$ cat src/rtl/mptw_req_arbiter.sv
`default_nettype none
// ============================================================================
//  Module   : mptw_req_arbiter
//  Function : Round-robin arbiter feeding one registered output slot of the
//             MPT walker, with valid/ready downstream handshake and flush.
//  Revision : 1.0 - initial release
// ============================================================================
module mptw_req_arbiter #(
    parameter  int NUM_REQ    = 3,
    parameter  int DATA_WIDTH = 32,
    localparam int IDX_WIDTH  = $clog2(NUM_REQ)
) (
    input  logic                          clk_i,
    input  logic                          rst_ni,
    input  logic [NUM_REQ-1:0]            s_req_valid_i,
    output logic [NUM_REQ-1:0]            s_req_ready_o,
    input  logic [NUM_REQ*DATA_WIDTH-1:0] s_req_data_i,
    output logic                          m_data_valid_o,
    input  logic                          m_data_ready_i,
    output logic [DATA_WIDTH-1:0]         m_data_data_o,
    output logic [IDX_WIDTH-1:0]          m_data_id_o,
    input  logic                          flush_i,
    output logic                          m_status_busy_o,
    output logic                          m_status_flushed_o
);

    typedef enum logic [0:0] {
        ST_EMPTY = 1'b0,
        ST_FULL  = 1'b1
    } state_t;

    state_t                r_state;
    state_t                w_state_nxt;
    logic [IDX_WIDTH-1:0]  r_ptr;
    logic [IDX_WIDTH-1:0]  r_id;
    logic [DATA_WIDTH-1:0] r_data;
    logic [IDX_WIDTH-1:0]  w_grant;
    logic                  w_found;
    logic                  w_any_req;
    logic                  w_accept;
    int                    w_idx;
    logic [DATA_WIDTH-1:0] w_payload [NUM_REQ];

    generate
        for (genvar gi = 0; gi < NUM_REQ; gi++) begin : g_unpack
            assign w_payload[gi] = s_req_data_i[gi*DATA_WIDTH +: DATA_WIDTH];
        end
    endgenerate

    // Search starts at the rotating pointer and wraps, so the first hit wins.
    always_comb begin : p_select
        w_grant = '0;
        w_found = 1'b0;
        w_idx   = 0;
        for (int k = 0; k < NUM_REQ; k++) begin
            w_idx = int'(r_ptr) + k;
            if (w_idx >= NUM_REQ) begin
                w_idx = w_idx - NUM_REQ;
            end
            if (!w_found && s_req_valid_i[w_idx]) begin
                w_found = 1'b1;
                w_grant = IDX_WIDTH'(w_idx);
            end
        end
    end

    assign w_any_req     = |s_req_valid_i;
    assign w_accept      = w_any_req && !flush_i && ((r_state == ST_EMPTY) || m_data_ready_i);
    assign s_req_ready_o = w_accept ? (NUM_REQ'(1) << w_grant) : '0;

    always_comb begin : p_next_state
        w_state_nxt = r_state;
        if (flush_i) begin
            w_state_nxt = ST_EMPTY;
        end else if (w_accept) begin
            w_state_nxt = ST_FULL;
        end else if ((r_state == ST_FULL) && m_data_ready_i) begin
            w_state_nxt = ST_EMPTY;
        end
    end

    // Flush clears the slot contents but deliberately leaves the pointer alone.
    always_ff @(posedge clk_i or negedge rst_ni) begin : p_regs
        if (!rst_ni) begin
            r_state <= ST_EMPTY;
            r_ptr   <= '0;
            r_data  <= '0;
            r_id    <= '0;
        end else begin
            r_state <= w_state_nxt;
            if (flush_i) begin
                r_data <= '0;
                r_id   <= '0;
            end else if (w_accept) begin
                r_data <= w_payload[w_grant];
                r_id   <= w_grant;
                r_ptr  <= (w_grant == IDX_WIDTH'(NUM_REQ - 1)) ? '0 : w_grant + IDX_WIDTH'(1);
            end
        end
    end

    assign m_data_valid_o     = (r_state == ST_FULL);
    assign m_status_busy_o    = (r_state == ST_FULL);
    assign m_data_data_o      = r_data;
    assign m_data_id_o        = r_id;
    assign m_status_flushed_o = flush_i;

endmodule
`default_nettype wire

$ cat config.mk
export PLATFORM = sky130hd
export DESIGN_NAME = mptw_req_arbiter
export DESIGN_NICKNAME = d
export VERILOG_FILES = /design/src/rtl/mptw_req_arbiter.sv
export SDC_FILE = /design/constraint.sdc
export NUM_CORES = 1
export LEC_CHECK = 0
export ABC_AREA = 1
export BUFFER_PORTS_ARGS = -buffer_cell sky130_fd_sc_hd__buf_2
export CAP_MARGIN = 20
export CORE_MARGIN = 2
export CORE_UTILIZATION = 40
export CTS_BUF_LIST = sky130_fd_sc_hd__clkbuf_8 sky130_fd_sc_hd__clkbuf_16
export DETAILED_ROUTE_END_ITERATION = 12
export GPL_TIMING_DRIVEN = 0
export HOLD_SLACK_MARGIN = 0.08
export PLACE_DENSITY = 0.75
export SYNTH_ARGS = -nofsm -noshare
export SYNTH_HDL_FRONTEND = slang
export SYNTH_SLANG_ARGS = --single-unit
$ cat constraint.sdc
create_clock -name clk_i -period 1.8 [get_ports clk_i]
set_input_delay 0.27 -clock clk_i [delete_from_list [all_inputs] [get_ports clk_i]]
set_output_delay 0.27 -clock clk_i [all_outputs]
set_load 0.05 [all_outputs]
==> flow_summary_export.csv, run 1 <==
group,metric,value,unit
worst_setup_path,cp_num_buf_inv,3,
timing,fmaxAchievable,428,MHz
outcome,violations,"setup timing",
timing,setup_viol,39,
outcome,outcome,"finished with violations",
routing,drtPass1Iterations,4,
routing,via_per_inst,5.08,
worst_setup_path,crit_type,"reg2out",
placed_design,placed_cell_area,3400,µm²
placed_design,io_buffers,142,
layout,layout_common_cells,"nand2_1 (156), buf_2 (143), nand3_1 (49), dfrtp_1 (35), nand4_1 (22)",
flow_run,maxCapViolCount,0,
placed_design,place_hpwl,6.19,mm
worst_setup_path,crit_path_end_kind,"output pin",
worst_setup_path,ff2ff_path_depth,17,
worst_hold_path,worstHoldPathType,"in2async",
power_and_ir_drop,pwr-share-seq,13.1,%
layout,fillers,518,
routing,drt_wl_total,9.19,mm
routing,wl_per_cell,14.7,µm
worst_setup_path,worst-path-max-fanout,6,
timing,drv_slew,0,
timing,fin_crit_sh,130,%
floorplan,die_area,6970,µm²
clock_network,cts_tree,"built",
worst_setup_path,crit_top_cell,"nand2_2",
logic_synthesis,ys_warn_count,0,
timing,skew,0.0108,ns
clock_network,cts_root_buffer,"clkbuf_8",
worst_setup_path,slowest_stage,"dfrtp_2",
routing,drt_iter0_markers,109,
floorplan,start_util,42.0,%
power_and_ir_drop,switching_share,52.9,%
floorplan,die_w,83.5,µm
floorplan,num_rows,28,
worst_setup_path,slowest_delay,0.45,ns
worst_setup_path,rr_startpoint,"r_ptr[1]$_DFFE_PN0P_",
logic_synthesis,ys_seq_area_share,36.6,%
worst_setup_path,cp_top_family,"simple AND/OR/NAND/NOR gates",
timing,finalCriticalPeriod,2.34,ns
clock_network,path_clk_slew,0.07,ns
global_route,first_global_vias,3137,
worst_setup_path,crit_arrival,2.07,ns
timing,slew_headroom,44.5,%
power_and_ir_drop,leakage,0.00229,µW
layout,fin_area,4030,µm²
clock_network,cts-htree-levels,2,
global_route,grt_max_degree,38,
layout,n_antenna_cell,0,
logic_synthesis,syn_area,2530,µm²
logic_synthesis,syn_inst,380,
clock_network,cts_buffers,5,
power_and_ir_drop,clkPwrFrac,7.7,%
routing,post-route-drc-count,0,
timing,rsz0062_at_grt,"yes",
placed_design,placedCellCount,597,
power_and_ir_drop,switchingPower,5260,µW
worst_setup_path,required,1.53,ns
worst_setup_path,critPathLaunchType,"register",
layout,syn_to_final_growth,59.4,%
layout,finalNonFillerCells,627,
layout,drive_gt1_share,46.6,%
clock_network,cts_buffer_depth,2,
worst_setup_path,path_cells,"ha_4 > inv_4 > nand2_2 > nand3_2 > nand2_2 > nand2_2 > inv_2 > nand3_4 > nand2_4 > nand2_4 > nor2_4 > buf_8",
layout,final_common_cell,"nand2_1",
global_route,grt.overflow.total,0,
routing,antenna_left,0,
power_and_ir_drop,pwr-share-comb,79.2,%
floorplan,ios,143,
logic_synthesis,post_synth.cell_area_avg,6.65,µm²
floorplan,coreArea,6030,µm²
timing,setup_ws,-0.536,ns
timing,hold_viol,0,
global_route,grtUsageTotal,24.6,%
logic_synthesis,synth-seq-cells,37,
global_route,antenna_found_initial,0,
power_and_ir_drop,internal_power,4690,µW
global_route,grt_pass1_wl,14.1,mm
worst_setup_path,r2r_end,"m_data_data_o[18]$_DFFE_PN0P_",
layout,fin_nets,658,
logic_synthesis,synth_cell_type_count,21,
timing,worst_hold_slack,0.0721,ns
clock_network,clock_latency,0.30,ns
floorplan,die_y,83.5,µm
routing,vias,3183,
placed_design,place_congestion,0.942,
timing,setup-tns-final,-14.49,ns
power_and_ir_drop,peakVddDrop,1510,µV
logic_synthesis,syn_nets,487,
power_and_ir_drop,p_per_area,2470,nW/µm²
timing,tightestPinTransition,0.832,ns
worst_setup_path,rrSetupSlack,-0.43,ns
clock_network,cts.sinks,37,
==> final cells by class <==
cell class,count,area [µm²],share of cell area [%]
Timing Repair Buffer,164,955,23.7
Inverter,30,128,3.17
Sequential cell,37,928,23.0
Buffer,24,228,5.65
Tap cell,75,93.8,2.33
Clock buffer,6,82.6,2.05
Clock inverter,2,37.5,0.931
Multi-Input combinational cell,289,1580,39.1
==> kinds of logic (layout without fill, tap and decap cells) <==
group	after synthesis	after routing	synth area share, %
adders and majority gates	4	4	1.98
and+or+nand+nor	278	278	48.6
buffers and inverters	54	226	11.3
DFF	37	37	36.6
AOI/OAI and AO/OA	7	7	1.44
==> power groups by stage <==
| stage | clock network, µW | logic, µW | registers (µW) |
|---|---|---|---|
| after floorplan | 0 | 3590 | 2240 |
| after global placement | 0 | 5730 | 1310 |
| after detailed placement | 0 | 5850 | 1310 |
| after CTS | 779 | 6820 | 1290 |
| after global routing | 809 | 8400 | 1340 |
| final | 764 | 7880 | 1300 |
==> timing repair <==
item / in CTS / in global routing
setup buffers: 12 / 7
hold buffers: 0 / 0
pin swaps: 19 / 18
cloned: 2 / 1
setup endpoints to repair: 39 / 39
resized for setup: 47 / 40
==> cell usage after synthesis <==
cell      count  area [µm²]
nand3_2       5        50.1
nand3_1      60         300
o21ai_1       2        10.0
inv_1        23        86.3
nor2_2        2        12.5
nand2_2       2        12.5
o22ai_1       1        6.26
dfrtp_1      37         926
nand2_4       1        11.3
nor2_1        7        26.3
nand4_1      22         138
o21ai_0       4        20.0
clkbuf_1      3        11.3
buf_6         4        45.0
buf_2         4        20.0
inv_2         6        22.5
clkinv_1      1        3.75
nand2_1     178         668
buf_4        13        97.6
ha_1          4        50.1
nor2_4        1        11.3
==> through the flow <==
stage	power [µW]	setup slack [ns]	utilization [%]
after floorplan	5840	-0.149	-
after global placement	7040	-0.469	56.5
after detailed placement	7160	-0.524	56.5
after CTS	8900	-0.468	62.8
after global routing	10500	-0.602	66.9
final	9950	-0.536	66.9
==> state kept, by name (all words and copies together) (netlist names) <==
name,count
m_data_data_o,32
m_data_id_o,2
r_ptr,2
m_data_valid_o,1
==> worst max path at each step <==
stage | slack [ns] | depth (start not counted) | startpoint | end
floorplan | -0.15 | 12 | r_ptr[0]$_DFFE_PN0P_ | s_req_ready_o[0]
global route | -0.60 | 12 | r_ptr[0]$_DFFE_PN0P_ | s_req_ready_o[2]
CTS | -0.47 | 13 | r_ptr[1]$_DFFE_PN0P_ | s_req_ready_o[0]
global placement | -0.47 | 12 | r_ptr[0]$_DFFE_PN0P_ | s_req_ready_o[2]
finish | -0.54 | 12 | r_ptr[1]$_DFFE_PN0P_ | s_req_ready_o[0]
detailed placement | -0.52 | 12 | r_ptr[0]$_DFFE_PN0P_ | s_req_ready_o[2]
==> worst register-to-register path: stages, from the launching register on <==
cell and delay [ns]:
dfrtp_2 0.45, ha_4 0.33, inv_4 0.06, nand2_2 0.06
nand3_2 0.06, nand2_2 0.10, nand2_2 0.07, inv_2 0.10
nand3_4 0.09, nand2_4 0.11, buf_4 0.13, buf_8 0.13
inv_8 0.05, clkbuf_16 0.15, nand2_1 0.05, nand3_1 0.07
nand2_1 0.08, nand2_1 0.06
==> per-layer routing <==
| layer | GRT usage, % | share of wire (%) |
|---|---|---|
| met1 | 29.2 | 39 |
| met2 | 43.0 | 50 |
| met3 | 5.93 | 7.5 |
| met4 | 9.53 | 2.7 |
| met5 | 0 | 0 |
(Power assumes the default switching activity.)
==> run 2, diff against run 1 <==
--- a/config.mk
+++ b/config.mk
@@ -7,14 +7,15 @@
 export LEC_CHECK = 0
 export ABC_AREA = 1
 export BUFFER_PORTS_ARGS = -buffer_cell sky130_fd_sc_hd__buf_2
-export CAP_MARGIN = 20
+export CELL_PAD_IN_SITES_DETAIL_PLACEMENT = 1
+export CELL_PAD_IN_SITES_GLOBAL_PLACEMENT = 2
 export CORE_MARGIN = 2
-export CORE_UTILIZATION = 40
+export CORE_UTILIZATION = 20
 export CTS_BUF_LIST = sky130_fd_sc_hd__clkbuf_8 sky130_fd_sc_hd__clkbuf_16
 export DETAILED_ROUTE_END_ITERATION = 12
 export GPL_TIMING_DRIVEN = 0
 export HOLD_SLACK_MARGIN = 0.08
-export PLACE_DENSITY = 0.75
+export PLACE_DENSITY = 0.76
 export SYNTH_ARGS = -nofsm -noshare
 export SYNTH_HDL_FRONTEND = slang
 export SYNTH_SLANG_ARGS = --single-unit
==> constraint.sdc (replaced) <==
create_clock -name clk_i -period 1.8 [get_ports clk_i]
set_input_delay 0.09 -clock clk_i [delete_from_list [all_inputs] [get_ports clk_i]]
set_output_delay 0.09 -clock clk_i [all_outputs]
set_load 0.05 [all_outputs]
==> run 2 against run 1 <==
  * The flow still finishes with violations (setup timing)
  * Utilization decreased by 32 points
  * First-iteration DRC count increased by 3.7%
  * Clock-buffer cell count decreased by 1
  * Sequential cell count unchanged
  * Register-to-register slack improved by 0.08 ns
  * Worst hold slack improved by 0.0055 ns
  * Sequential share of layout area decreased by 1.9 points
  * Via count about the same
  * Routed wire length increased by 20%
  * Critical path type unchanged
  * Critical endpoint is now s_req_ready_o[2]
  * Largest cell class unchanged
==> flow_summary_export.csv, run 2 (same netlist as run 1, synthesis figures left out) <==
group,metric,value,unit
outcome,outcome,"finished with violations",
routing,post-route-drc-count,0,
timing,setup_ws,-0.366,ns
worst_setup_path,worst-path-max-fanout,7,
layout,fillers,1563,
placed_design,place_congestion,0.770,
clock_network,cts_buffers,5,
floorplan,ios,143,
layout,syn_to_final_growth,74.1,%
clock_network,cts_buffer_depth,2,
layout,final_common_cell,"nand2_1",
global_route,grt.overflow.total,0,
global_route,grt_max_degree,38,
worst_hold_path,hold_end,"m_data_data_o[20]$_DFFE_PN0P_",
layout,largest_reg_flops,32,
placed_design,io_buffers,142,
layout,n_antenna_cell,0,
timing,fin_crit_sh,120,%
global_route,first_global_vias,3392,
floorplan,die_y,116,µm
layout,fin_util,35.3,%
routing,drt_wl_total,11.0,mm
worst_setup_path,critPathLaunchType,"register",
worst_setup_path,rr_startpoint,"r_ptr[0]$_DFFE_PN0P_",
floorplan,die_w,116,µm
worst_setup_path,crit_arrival,2.08,ns
routing,antenna_left,0,
clock_network,path_clk_slew,0.06,ns
clock_network,clock_latency,0.28,ns
layout,layout_common_cells,"nand2_1 (146), buf_2 (143), nand3_1 (40), dfrtp_1 (35), nand2_2 (25)",
floorplan,die_area,13600,µm²
clock_network,cts_tree,"built",
flow_run,maxCapViolCount,0,
timing,skew,0.00530,ns
layout,drive_gt1_share,49.3,%
routing,drt_iter0_markers,113,
timing,tightestPinTransition,0.900,ns
worst_setup_path,crit_path_end_kind,"output pin",
worst_hold_path,worstHoldPathType,"in2reg",
timing,slew_headroom,40.0,%
floorplan,num_rows,41,
clock_network,cts_root_buffer,"clkbuf_16",
floorplan,coreArea,12500,µm²
global_route,grtUsageTotal,15.9,%
timing,hold_viol,0,
worst_setup_path,crit_type,"reg2out",
layout,fin_nets,668,
worst_setup_path,startpoint,"r_ptr[1]$_DFFE_PN0P_",
global_route,antenna_found_initial,0,
power_and_ir_drop,peakVddDrop,1010,µV
timing,fmaxAchievable,462,MHz
power_and_ir_drop,p_per_area,2460,nW/µm²
routing,via_per_inst,4.35,
outcome,violations,"setup timing",
worst_setup_path,ff2ff_path_depth,17,
worst_setup_path,required,1.71,ns
clock_network,cts.sinks,37,
worst_hold_path,hold_path_depth,5,
timing,finalCriticalPeriod,2.17,ns
worst_setup_path,rrSetupSlack,-0.35,ns
routing,drtPass1Iterations,4,
floorplan,start_util,20.3,%
routing,wl_per_cell,15.0,µm
power_and_ir_drop,leakage,0.00244,µW
placed_design,placedCellCount,694,
global_route,grt_pass1_wl,16.8,mm
worst_hold_path,hold_start,"s_req_data_i[84]",
timing,drv_slew,0,
placed_design,place_hpwl,7.63,mm
routing,vias,3185,
worst_setup_path,r2r_end,"m_data_data_o[3]$_DFFE_PN0P_",
layout,finalNonFillerCells,732,
clock_network,cts-htree-levels,2,
timing,setup_viol,39,
timing,rsz0062_at_grt,"yes",
-- run 2: timing repair --
action | CTS | global route
setup buffers | 16 | 8
hold buffers | 8 | 0
resized for setup | 73 | 41
setup endpoints to repair | 39 | 39
hold endpoints to repair | 41 | 0
cloned | 3 | 0
pin swaps | 31 | 25
-- run 2: cell type report --
type	instances	area, µm²	area share [%]
Inverter	30	134	3.04
Multi-Input combinational cell	289	1660	37.7
Clock inverter	1	5.00	0.114
Sequential cell	37	928	21.1
Buffer	21	198	4.49
Clock buffer	5	125	2.84
Timing Repair Buffer	177	1130	25.8
Tap cell	172	215	4.89
-- run 2: how the worst max path moves through the flow --
stage	to	slack [ns]	cells past startpoint
finish	s_req_ready_o[2]	-0.37	11
global route	m_data_data_o[7]$_DFFE_PN0P_	-0.47	17
CTS	s_req_ready_o[0]	-0.33	12
detailed placement	s_req_ready_o[2]	-0.41	12
global placement	s_req_ready_o[2]	-0.37	12
floorplan	m_data_data_o[25]$_DFFE_PN0P_	-0.11	14
-- run 2: worst max-delay path, cell delays in order, from the launching register on --
cell	delay (ns)
dfrtp_2	0.46
ha_4	0.36
inv_6	0.06
nand2_4	0.06
nand3_4	0.07
nand2_4	0.09
nand3_4	0.12
nand3_4	0.12
nand2_8	0.09
nor2_4	0.13
buf_12	0.12
buf_12	0.12
-- run 2: power by group --
part	internal (µW)	switching, µW	total (µW)
Clock	495	336	831
Combinational	3570	5100	8670
Sequential	1140	163	1310
Total	5210	5600	10800
-- run 2: routing by layer --
layer	track usage, %	vias to the layer above	share of wire, %
met1	19.5	1497	42
met2	28.4	108	51
met3	3.58	8	6.4
met5	0	-	0
li1	-	1572	-
met4	3.41	0	0.90
-- run 2: per-stage QoR --
stage	total power (µW)	cell area [µm²]	setup TNS (ns)	hold slack [ns]	setup WS, ns
3_3_place_gp	7310	3520	-9.52	0.279	-0.372
4_1_cts	9930	4150	-9.52	0.0802	-0.329
6_report	10800	4400	-11.65	0.0776	-0.366
5_1_grt	11600	4400	-16.33	0.104	-0.472
2_1_floorplan	5830	2600	-1.28	-0.206	-0.107
3_5_place_dp	7420	3520	-11.58	0.276	-0.412
